[src/rtl/frame_reader.sv]
// Wishbone burst read master: streams the SDRAM framebuffer into the display pixel FIFO.
// Bursts are gated by FIFO almost-full in IDLE; the pointer wraps at frame end or on restart.
module frame_reader #(
  parameter int          HDISP    = 800,
  parameter int          VDISP    = 480,
  parameter int          BURST    = 64,
  parameter logic [31:0] BASE_ADR = 32'd0
) (
  input  logic        clk,
  input  logic        rst_n,
  output logic [31:0] wshb_adr,
  output logic        wshb_cyc,
  output logic        wshb_stb,
  output logic        wshb_we,
  output logic [3:0]  wshb_sel,
  output logic [2:0]  wshb_cti,
  output logic [1:0]  wshb_bte,
  input  logic [31:0] wshb_dat_sm,
  input  logic        wshb_ack,
  input  logic        fifo_afull,
  output logic        fifo_we,
  output logic [24:0] fifo_wdata,
  input  logic        restart
);

  localparam int NPIX   = HDISP * VDISP;
  localparam int PIX_W  = $clog2(NPIX);
  localparam int BEAT_W = $clog2(BURST);

  typedef enum logic [1:0] {S_IDLE, S_BURST, S_GAP} state_t;

  state_t             r_state;
  state_t             w_state_nxt;
  logic [31:0]        r_adr;
  logic [PIX_W-1:0]   r_pix_cnt;
  logic [BEAT_W-1:0]  r_beat_cnt;
  logic               r_restart_pend;
  logic               r_fifo_we;
  logic [24:0]        r_fifo_wdata;

  logic w_beat;
  logic w_last;
  logic w_frame_end;
  logic w_clr_ptr;

  assign w_beat      = (r_state == S_BURST) && wshb_ack;
  assign w_frame_end = (r_pix_cnt == PIX_W'(NPIX - 1));
  assign w_last      = (r_beat_cnt == BEAT_W'(BURST - 1)) || w_frame_end;

  // Outside a burst a restart clears the pointer at once; inside, only on the final ack,
  // where a frame wrap and a restart collapse into the same single clear.
  assign w_clr_ptr = (r_state != S_BURST) ? (restart || r_restart_pend)
                   : (w_beat && w_last && (w_frame_end || restart || r_restart_pend));

  always_ff @(posedge clk or negedge rst_n) begin
    if (!rst_n) r_state <= S_IDLE;
    else        r_state <= w_state_nxt;
  end

  always_comb begin
    w_state_nxt = r_state;
    case (r_state)
      S_IDLE:  if (!fifo_afull) w_state_nxt = S_BURST;
      S_BURST: if (w_beat && w_last) w_state_nxt = S_GAP;
      S_GAP:   w_state_nxt = S_IDLE;
      default: w_state_nxt = S_IDLE;
    endcase
  end

  always_ff @(posedge clk or negedge rst_n) begin
    if (!rst_n) begin
      r_adr          <= BASE_ADR;
      r_pix_cnt      <= '0;
      r_beat_cnt     <= '0;
      r_restart_pend <= 1'b0;
      r_fifo_we      <= 1'b0;
      r_fifo_wdata   <= '0;
    end else begin
      r_fifo_we      <= w_beat;
      r_restart_pend <= (r_state == S_BURST) && !(w_beat && w_last) &&
                        (restart || r_restart_pend);
      if (w_beat)
        r_fifo_wdata <= {(r_pix_cnt == '0), wshb_dat_sm[23:0]};
      if (w_clr_ptr) begin
        r_adr      <= BASE_ADR;
        r_pix_cnt  <= '0;
        r_beat_cnt <= '0;
      end else if (w_beat) begin
        r_adr      <= r_adr + 32'd4;
        r_pix_cnt  <= r_pix_cnt + PIX_W'(1);
        r_beat_cnt <= w_last ? '0 : r_beat_cnt + BEAT_W'(1);
      end
    end
  end

  assign wshb_stb   = (r_state == S_BURST);
  assign wshb_cyc   = wshb_stb;
  assign wshb_adr   = r_adr;
  assign wshb_cti   = (r_state != S_BURST) ? 3'b000 : (w_last ? 3'b111 : 3'b010);
  assign wshb_we    = 1'b0;
  assign wshb_sel   = 4'b1111;
  assign wshb_bte   = 2'b00;
  assign fifo_we    = r_fifo_we;
  assign fifo_wdata = r_fifo_wdata;

endmodule
[config.mk]
export PLATFORM = sky130hd
export DESIGN_NAME = frame_reader
export DESIGN_NICKNAME = d
export VERILOG_FILES = /design/src/rtl/frame_reader.sv
export SDC_FILE = /design/constraint.sdc
export NUM_CORES = 1
export LEC_CHECK = 0
export ABC_AREA = 1
export BUFFER_PORTS_ARGS = -buffer_cell sky130_fd_sc_hd__buf_2
export CORE_MARGIN = 10
export CORE_UTILIZATION = 58
export CTS_CLUSTER_SIZE = 10
export DETAILED_ROUTE_END_ITERATION = 6
export MAX_ROUTING_LAYER = met4
export PLACE_DENSITY_LB_ADDON = 0.08
export SETUP_SLACK_MARGIN = 0.4
export SLEW_MARGIN = 20
export SYNTH_ARGS = -nofsm -noshare
export SYNTH_HDL_FRONTEND = slang
export SYNTH_SLANG_ARGS = --single-unit
export TNS_END_PERCENT = 1
[constraint.sdc]
create_clock -name clk -period 4.1 [get_ports clk]
set_input_delay 0.82 -clock clk [delete_from_list [all_inputs] [get_ports clk]]
set_output_delay 0.82 -clock clk [all_outputs]
set_load 0.02 [all_outputs]
==> impl_metrics.py <==
metrics = {
    "outcome": {
        "status": "finished, final reports clean",
    },
    "detailed_routing": {
        "viasPerCell": 4.95,
        "postRouteAntennaNets": 0,
        "vias": 3731,
        "post_drt_wl_per_cell_um": 12.9,
        "firstDrtPassIters": 4,
        "drc_errors": 0,
        "routed_wl_mm": 9.71,
        "drt-initial-drc-count": 204,
    },
    "sta": {
        "final.period_utilization_pct": 66.9,
        "worstMarginPinSlew_ns": 0.738,
        "min_period_ns": 2.74,
        "rsz0062_at_grt": "false",
        "report.final.hold_viol_count": 0,
        "finClkSkew_ns": 0.00941,
        "max_slew_margin_pct": 50.8,
        "tns_ns": 0,
        "maxSlewViolCount": 0,
        "fmax_mhz": 365,
        "setup_viol": 0,
        "whs_ns": 0.479,
    },
    "finish": {
        "nets": 690,
        "area_growth_pct": 15.1,
        "final_cells": 753,
        "fin_util_pct": 68.9,
        "nFillCells": 617,
        "layout-drive-gt1-share_pct": 18.8,
        "multiInputGateArea_sq_mm": 0.00186,
        "fin_area_sq_mm": 0.00500,
        "regArea_sq_mm": 0.00210,
        "mostFrequentLayoutCells": "180 x nand2_1, 94 x nor2_1, 88 x buf_2",
        "final_common_cell": "nand2_1",
        "antenna_cells": 0,
    },
    "placement": {
        "dp_hpwl_mm": 6.96,
        "dp.cells": 737,
        "dpl_cell_area_sq_mm": 0.00478,
        "gp_congestion": 0.885,
        "io_buffers": 89,
    },
    "global_routing": {
        "grtUsageTotal_pct": 18.0,
        "grt_overflow": 0,
        "grt_antenna_before_repair": 0,
        "grt_pass1_vias": 3690,
        "grt_pass1_wl_mm": 16.5,
        "grt_max_degree": 85,
    },
    "floorplan": {
        "row_count": 31,
        "start_util_pct": 59.9,
        "die_y_um": 107,
        "coreArea_sq_mm": 0.00725,
        "die_area_sq_mm": 0.0113,
        "die_w_um": 107,
        "io_pins": 107,
    },
    "cts": {
        "cts.sinks": 84,
        "clk_latency_ns": 0.36,
        "cts_buffers": 9,
        "cts_tree": "done",
        "postCtsHoldBufs": 0,
        "clk_pin_slew_worst_paths_ns": 0.08,
        "root_buffer": "clkbuf_8",
        "ctsResizeCount": 0,
        "clk_path_buf_depth": 2,
        "cts_setup_buffers": 0,
        "cts-htree-levels": 3,
    },
    "yosys": {
        "avgSynthCellArea_sq_um": 7.68,
        "synth_cells": 565,
        "ys_seq_area_share_pct": 48.4,
        "yosysWarnings": 0,
        "synth.cell_area_sq_mm": 0.00434,
        "synthTopCellsByArea": "dfrtp_1 48%, nand2_1 16%, nor2_1 8.1%, inv_1 5.0%, nand3_1 4.1%",
        "yosys_register_bits": 84,
        "synth_top_area_share_pct": 48.4,
        "synth_top_cell_by_area": "dfrtp_1",
        "synthDistinctLibCells": 36,
    },
    "critical_path": {
        "worst_setup_path_start_kind": "flop",
        "crit_required_ns": 3.28,
        "rr_startpoint": "r_pix_cnt[0]",
        "critical_path_class": "flop to output pin",
        "crit_path_start": "r_pix_cnt[0]",
        "cp_max_fo": 4,
        "cp_data_arrival_time_ns": 1.92,
        "cp-end-kind": "output pin",
    },
    "run": {
        "drv_cap": 0,
    },
    "power_and_ir_drop": {
        "power_switching_uw": 659,
        "p_per_area_mw_per_mm2": 419,
        "leakage_uw": 0.00271,
        "power_frac_clock_pct": 31.6,
        "intPower_uw": 1430,
        "seqPwrFrac_pct": 48.3,
        "p_comb_share_pct": 20.1,
        "vdd_drop_max_uv": 350,
        "swShare_pct": 31.5,
    },
    "min_path": {
        "hold_start": "fifo_wdata[4]",
        "hold_class": "flop to flop",
    },
}
final timing paths:
kind,endpoint,slack [ns],cells after the start
min in group asynchronous,wshb_adr[17],0.50,1
setup reg to reg,r_pix_cnt[18],1.98,10
max in group asynchronous,wshb_adr[20],3.11,1
setup / recovery,wshb_cti[0],1.36,8
hold reg to reg,fifo_wdata[4],0.48,2
hold / removal,fifo_wdata[4],0.48,2
cell usage after synthesis:
cell      count
nand2_1     180
nor2_1       94
dfrtp_1      84
inv_1        58
nand3_1      36
xor2_1       17
buf_4        12
nand4_1      12
nor3_1       10
a21oi_1       6
buf_6         5
nand2_2       5
buf_1         4
ha_1          4
o21ai_0       4
xnor2_1       4
clkbuf_1      3
nor2_2        3
nor4_1        3
conb_1        2
nand3b_1      2
nor2_4        2
nor3_2        2
buf_2         1
inv_2         1
inv_4         1
nand2_4       1
nand3_2       1
nand4_2       1
o211ai_1      1
o21ai_1       1
o21bai_1      1
o22ai_1       1
o31ai_1       1
o32ai_1       1
or2_2         1
area by class of cell:
cell class | instances | share of cell area [%]
clock buffers | 12 | 2.90
clock inverters | 4 | 1.45
inverters | 60 | 4.56
multi-input cells | 403 | 37.2
flip-flops and latches | 84 | 42.1
well taps | 99 | 2.48
repair buffers | 91 | 9.34
stage by stage:
stage          power, uW  setup WS (ns)
2_1_floorplan       1310           1.67
3_3_place_gp        1430           1.73
3_5_place_dp        1450           1.74
4_1_cts             2120           1.33
5_1_grt             2210           1.17
6_report            2090           1.36
flip-flops by register name, indices dropped and copies added (netlist names):
signal	flops
fifo_wdata	25
r_state	2
wshb_adr	30
fifo_we	1
r_beat_cnt	6
r_pix_cnt	19
r_restart_pend	1
routing by layer:
layer  track usage (%)  vias up  share of wire, %
li1                  -     1894                 -
met1              21.8     1715                47
met2              27.5      111                44
met3              5.86       11               7.2
met4              6.87        0               1.4
met5                 -        -                 0
power by group through the flow:
stage	combinational [uW]	clock, uW	sequential (uW)
final	420	661	1010
after global routing	480	701	1030
after CTS	429	676	1010
after detailed placement	429	0	1020
after global placement	415	0	1020
after floorplan	228	0	1090
cell families after synthesis:
kind of cell | after synthesis | share of synthesized area (%)
XOR/XNOR | 21 | 4.24
adder cells (fa/ha/maj) | 4 | 1.15
AO/OA/AOI/OAI | 16 | 2.13
flip-flops | 84 | 48.4
buffers and inverters | 85 | 9.34
AND/OR/NAND/NOR | 353 | 34.6
other | 2 | 0.173
worst max-delay path: stages, from the launching register on:
cell and delay (ns):
dfrtp_1 0.40, ha_1 0.18, nand3_1 0.17, nor2_2 0.19, nand3_2 0.12, nand2_2 0.11
inv_1 0.06, nor2_1 0.13, buf_2 0.19
(Power assumes the default switching activity.)
